`config.mk`:
```
export PLATFORM = sky130hd
export DESIGN_NAME = mt9v034_lvds_word_gen_flat
export DESIGN_NICKNAME = d
export VERILOG_FILES = /design/src/rtl/mt9v034_lvds_word_gen_if.sv /design/src/rtl/mt9v034_lvds_word_gen.sv /design/src/flat_wrapper.sv
export SDC_FILE = /design/constraint.sdc
export NUM_CORES = 1
export LEC_CHECK = 0
export ABC_CLOCK_PERIOD_IN_PS = 3400
export CAP_MARGIN = 20
export CORE_MARGIN = 1.5
export CORE_UTILIZATION = 61
export DETAILED_ROUTE_END_ITERATION = 6
export PLACE_DENSITY = 0.84
export SYNTH_ARGS = -nofsm -noshare
export SYNTH_HDL_FRONTEND = slang
export SYNTH_SLANG_ARGS = --single-unit
```
`constraint.sdc`:
```
create_clock -name dlo_clk -period 3.4 [get_ports dlo_clk]
set_clock_uncertainty 0.2 [all_clocks]
set_input_delay 0.85 -clock dlo_clk [delete_from_list [all_inputs] [get_ports dlo_clk]]
set_output_delay 0.85 -clock dlo_clk [all_outputs]
set_load 0.02 [all_outputs]
```
`src/rtl/mt9v034_lvds_word_gen_if.sv`:
```
// Pixel-stream handshake into the MT9V034 LVDS word generator.
interface mt9v034_lvds_word_gen_if;
    logic       pix_valid;
    logic       pix_ready;
    logic [9:0] pix_data;
    logic       pix_sof;
    logic       pix_eol;
    logic       pix_eof;

    modport master (
        output pix_valid, pix_data, pix_sof, pix_eol, pix_eof,
        input  pix_ready
    );

    modport slave (
        input  pix_valid, pix_data, pix_sof, pix_eol, pix_eof,
        output pix_ready
    );
endinterface

```
`src/rtl/mt9v034_lvds_word_gen.sv`:
```
// Packs pixels into 18-bit start/stop framed LVDS words, preceded by a training
// preamble, with a programmable bit slip of the outgoing stream.
//
// state  | meaning
// IDLE   | word register 0, not accepting pixels; waits for enable
// TRAIN  | emits TRAIN_LEN train words for the receive bit aligner
// STREAM | accepts pixels; idle words fill cycles without a transfer
module mt9v034_lvds_word_gen #(
    parameter int unsigned TRAIN_LEN = 4352
) (
    input  logic                          dlo_clk,
    input  logic                          rst_n,
    input  logic                          enable,
    input  logic [4:0]                    bit_rot,
    mt9v034_lvds_word_gen_if.slave        pix,
    output logic                          dlo_valid_o,
    output logic [17:0]                   dlo_o,
    output logic                          trained,
    output logic                          underrun
);

    typedef enum logic [2:0] {
        IDLE   = 3'b001,
        TRAIN  = 3'b010,
        STREAM = 3'b100
    } state_t;

    localparam logic [17:0] TRAIN_WORD = 18'h08555;
    localparam logic [17:0] IDLE_WORD  = 18'h00001;
    localparam logic [15:0] TRAIN_TC   = 16'(TRAIN_LEN - 1);

    state_t      state;
    logic [17:0] cur;
    logic [17:0] prev;
    logic [4:0]  rot;
    logic [15:0] train_cnt;
    logic        line_open;
    logic        valid_d1;

    logic        xfer;
    logic        line_open_nxt;
    logic        stream_exit;
    logic [17:0] pix_word;
    logic [17:0] rot_word;

    assign xfer          = pix.pix_valid & pix.pix_ready;
    assign line_open_nxt = xfer ? ~pix.pix_eol : line_open;
    // A pixel accepted while stopping still opens a line, so the stop waits for its eol.
    assign stream_exit   = ~enable & ~line_open_nxt;
    assign pix_word      = {1'b0, 2'b10, 1'b0, pix.pix_eof, pix.pix_eol, pix.pix_sof,
                            pix.pix_data, 1'b1};
    assign rot_word      = 18'({cur, prev} >> (6'd18 - {1'b0, rot}));

    always_ff @(posedge dlo_clk or negedge rst_n) begin
        if (!rst_n) begin
            state         <= IDLE;
            cur           <= '0;
            prev          <= '0;
            rot           <= '0;
            train_cnt     <= '0;
            line_open     <= 1'b0;
            valid_d1      <= 1'b0;
            dlo_valid_o   <= 1'b0;
            dlo_o         <= '0;
            trained       <= 1'b0;
            underrun      <= 1'b0;
            pix.pix_ready <= 1'b0;
        end else begin
            prev        <= cur;
            valid_d1    <= (state != IDLE);
            dlo_valid_o <= valid_d1;
            dlo_o       <= rot_word;

            unique case (state)
                IDLE: begin
                    cur           <= '0;
                    line_open     <= 1'b0;
                    trained       <= 1'b0;
                    pix.pix_ready <= 1'b0;
                    if (enable) begin
                        rot       <= (bit_rot > 5'd17) ? 5'd0 : bit_rot;
                        train_cnt <= '0;
                        state     <= TRAIN;
                    end
                end
                TRAIN: begin
                    cur       <= TRAIN_WORD;
                    train_cnt <= train_cnt + 16'd1;
                    if (!enable) begin
                        state   <= IDLE;
                        trained <= 1'b0;
                    end else if (train_cnt == TRAIN_TC) begin
                        state         <= STREAM;
                        trained       <= 1'b1;
                        pix.pix_ready <= 1'b1;
                    end
                end
                STREAM: begin
                    cur       <= xfer ? pix_word : IDLE_WORD;
                    line_open <= line_open_nxt;
                    if (!xfer && line_open) begin
                        underrun <= 1'b1;
                    end
                    if (stream_exit) begin
                        state         <= IDLE;
                        trained       <= 1'b0;
                        pix.pix_ready <= 1'b0;
                    end
                end
                default: begin
                    state         <= IDLE;
                    trained       <= 1'b0;
                    pix.pix_ready <= 1'b0;
                end
            endcase
        end
    end

endmodule
```
`src/flat_wrapper.sv`:
```
// flat-port wrapper written by rule: the top's interface ports become plain ports
module mt9v034_lvds_word_gen_flat 
#(
    parameter int unsigned TRAIN_LEN = 4352
)
  (dlo_clk, rst_n, enable, bit_rot, dlo_valid_o, dlo_o, trained, underrun, pix_pix_valid, pix_pix_data, pix_pix_sof, pix_pix_eol, pix_pix_eof, pix_pix_ready);
  mt9v034_lvds_word_gen_if pix_i ();
  input  logic dlo_clk;
  input  logic rst_n;
  input  logic enable;
  input  logic [4:0] bit_rot;
  output logic dlo_valid_o;
  output logic [17:0] dlo_o;
  output logic trained;
  output logic underrun;
  input wire logic [$bits(pix_i.pix_valid)-1:0] pix_pix_valid;
  input wire logic [$bits(pix_i.pix_data)-1:0] pix_pix_data;
  input wire logic [$bits(pix_i.pix_sof)-1:0] pix_pix_sof;
  input wire logic [$bits(pix_i.pix_eol)-1:0] pix_pix_eol;
  input wire logic [$bits(pix_i.pix_eof)-1:0] pix_pix_eof;
  output wire logic [$bits(pix_i.pix_ready)-1:0] pix_pix_ready;
  assign pix_i.pix_valid = pix_pix_valid;
  assign pix_i.pix_data = pix_pix_data;
  assign pix_i.pix_sof = pix_pix_sof;
  assign pix_i.pix_eol = pix_pix_eol;
  assign pix_i.pix_eof = pix_pix_eof;
  assign pix_pix_ready = pix_i.pix_ready;
  mt9v034_lvds_word_gen #(.TRAIN_LEN(TRAIN_LEN)) u_core (.dlo_clk(dlo_clk), .rst_n(rst_n), .enable(enable), .bit_rot(bit_rot), .pix(pix_i), .dlo_valid_o(dlo_valid_o), .dlo_o(dlo_o), .trained(trained), .underrun(underrun));
endmodule
```
==> flow_summary.json <==
{
  "status": "completed",
  "dr.pass1.iters": 7,
  "clockBufferDepth": 2,
  "yosysSeqAreaShare_pct": 42.4,
  "cts_buffers": 9,
  "worstPathArrival_ns": 2.90,
  "hold_viol_final": 0,
  "final_common_cell": "dfrtp_1",
  "setup-violations-final": 0,
  "crit_type": "flop to flop",
  "rows": 31,
  "drt-wirelength-per-cell_um": 18.2,
  "n_antenna_cell": 0,
  "drtIter0Drc": 346,
  "yosys_warnings": 0,
  "synth_top_area_share_pct": 41.9,
  "cp_max_fo": 30,
  "p_leak_uw": 0.00233,
  "drive_gt1_share_pct": 13.7,
  "clkTransAtPathRegs_ns": 0.09,
  "synth_fp_nets": 469,
  "ir_drop_v": 0.000313,
  "synth.distinct_cells": 52,
  "grtUsageTotal_pct": 26.9,
  "final_cell_mix": "dfrtp_1 (79), nand2_1 (66), mux2i_1 (44), clkdlybuf4s50_1 (42), o21ai_0 (30)",
  "holdPathStages": 0,
  "syn_to_final_growth_pct": 13.9,
  "critPathBufInv": 1,
  "grt.met2_usage_pct": 42.7,
  "htree_levels": 3,
  "relSlewSlack_pct": 27.9,
  "synth_top_cells_by_area": "dfrtp_1 (42%), mux2i_1 (9.3%), mux4_2 (7.2%)",
  "fin_nets": 501,
  "setup_tns_ns": 0,
  "grt_first_pass_wirelength_mm": 17.5,
  "drt_wl_total_mm": 10.6,
  "end_kind": "flop",
  "drv_slew": 0,
  "ys_seq_elements": 80,
  "port_buffers": 43,
  "timing.final.crit_share_pct": 84.2,
  "cp_slowest_stage_delay_ns": 0.78,
  "die_x_um": 91.0,
  "cts_resized": 0,
  "routed-via-count": 3719,
  "p_per_area_nw_per_um2": 641,
  "final.min_clock_period_ns": 2.86,
  "hold_ws_ns": 0.170,
  "worst_pin_slew_ns": 1.07,
  "post_cts_buffers": 0,
  "hold_buffers": 0,
  "crit_family": "adder cells",
  "yosysTopAreaCell": "dfrtp_1",
  "crit_path_start_kind": "flop",
  "crit_chain": "ha_2 -> buf_12 -> mux2i_1 -> mux2_2 -> a32o_1 -> nor2_1 -> o31a_1",
  "grt_pass1_vias": 3558,
  "cp_slowest_cell": "ha_2",
  "globalplace.congestion": 0.931,
  "die_y_um": 91.0,
  "cts_root_buffer": "clkbuf_8",
  "synth_edf_count": 0,
  "overflow": 0,
  "maxCapViolCount": 0,
  "grt_util_met1_pct": 35.8,
  "required_ns": 3.44,
  "rsz0062_at_grt": "false",
  "start_util_pct": 64.0,
  "die_area_um2": 8270,
  "avgSynthCellArea_um2": 10.6,
  "antenna_found_initial": 0,
  "synthArstFlopShare_pct": 100,
  "hold_path.class": "flop to flop",
  "syn_area_um2": 4720,
  "pin_count": 44,
  "fmax_mhz": 349,
  "drc": 0,
  "ff2ff_setup_slack_ns": 0.54,
  "reg2regPathDepth": 7,
  "grt_max_degree": 81,
  "place_hpwl_mm": 7.55,
  "ant_nets": 0,
  "grtUsageMet3_pct": 5.78,
  "cts.sink_count": 80,
  "coreArea_um2": 7370,
  "cts_tree": "built",
  "synthFlopType": "dfrtp_1",
  "worstSkewPairLatency_ns": 0.36,
  "top_usage_layer": "met2",
  "postSynthCellCount": 445,
  "cp.depth": 7,
  "vias_per_cell": 6.40
}
[power breakdown]
part	total, uW	switching [uW]	internal (uW)	leakage [uW]
Clock	723	362	362	0.0000989
Sequential	1170	83.7	1090	0.00108
Combinational	1550	869	682	0.00114
Total	3450	1310	2130	0.00233
[cell families (layout without fill, tap and decap cells)]
logic type               count (synthesis)  in the layout  synth area share [%]
AND/OR/NAND/NOR                        144            144                  14.4
XOR/XNOR                                 7              7                  1.62
multiplexers                            83             83                  24.1
AO/OA/AOI/OAI                           94             94                  12.8
adder cells (fa/ha/maj)                  2              2                 0.530
flip-flops                              80             80                  42.4
buffers and inverters                   35             72                  4.11
[cell type report]
type | count | area [um^2]
tap | 99 | 124
fill | 509 | 1990
timing repair buffer | 51 | 500
clock buffer | 10 | 138
inverter | 5 | 18.8
multi-input combinational | 330 | 2520
sequential | 80 | 2000
clock inverter | 6 | 67.6
[layer usage]
metal | vias up | wire, um
met2 | 172 | 5040
met1 | 1795 | 4550
li1 | 1724 | -
met3 | 28 | 613
met5 | - | 0
met4 | 0 | 343
[sequential cells by signal, summed over array words and instances (netlist names)]
signal                count
u_core.underrun           1
u_core.trained            1
u_core.pix.pix_ready      1
u_core.dlo_valid_o        1
u_core.dlo_o             18
u_core.valid_d1           1
u_core.prev              16
u_core.rot                5
u_core.cur               16
u_core.train_cnt         16
u_core.state              3
u_core.line_open          1
[final timing paths]
check | start | to
setup / recovery | u_core.rot[1] | u_core.dlo_o[10]
hold / removal | u_core.valid_d1 | u_core.dlo_valid_o
setup reg to reg | u_core.rot[1] | u_core.dlo_o[10]
hold reg to reg | u_core.valid_d1 | u_core.dlo_valid_o
max in group asynchronous | rst_n | u_core.train_cnt[12]
min in group asynchronous | rst_n | u_core.dlo_o[0]
[cells in the mapped netlist (2+ instances only)]
cell / n
xor2_1: 2
mux2_2: 18
o211ai_1: 4
o31ai_1: 3
and2_1: 4
inv_1: 4
nand4_1: 3
and3_1: 8
dfrtp_1: 79
clkbuf_1: 11
ha_1: 2
nor2_1: 24
xnor2_1: 3
a21o_1: 3
o31a_1: 2
buf_2: 9
and3b_1: 2
nor3b_1: 2
a31oi_1: 3
o21ai_0: 30
and4_1: 3
mux2i_1: 44
nand2b_1: 3
buf_6: 3
o22ai_1: 11
nor3_1: 3
buf_4: 5
a221o_1: 5
mux4_1: 6
a21oi_1: 18
nand2_1: 66
a22o_1: 8
nand3_1: 19
nand3b_1: 3
mux4_2: 15
[metrics by stage]
stage | power (uW) | util, % | instances | cell area, um^2 | setup slack (ns)
6_report | 3450 | 73.0 | 581 | 5380 | 0.537
5_1_grt | 3640 | 73.0 | 581 | 5380 | 0.419
4_1_cts | 3430 | 72.9 | 580 | 5370 | 0.572
3_5_place_dp | 2720 | 70.1 | 564 | 5160 | 0.596
3_3_place_gp | 2670 | 70.1 | 564 | 5160 | 0.679
2_1_floorplan | 2330 | - | 445 | 4720 | 1.18
Note: power is estimated with default switching activity, not from simulation.
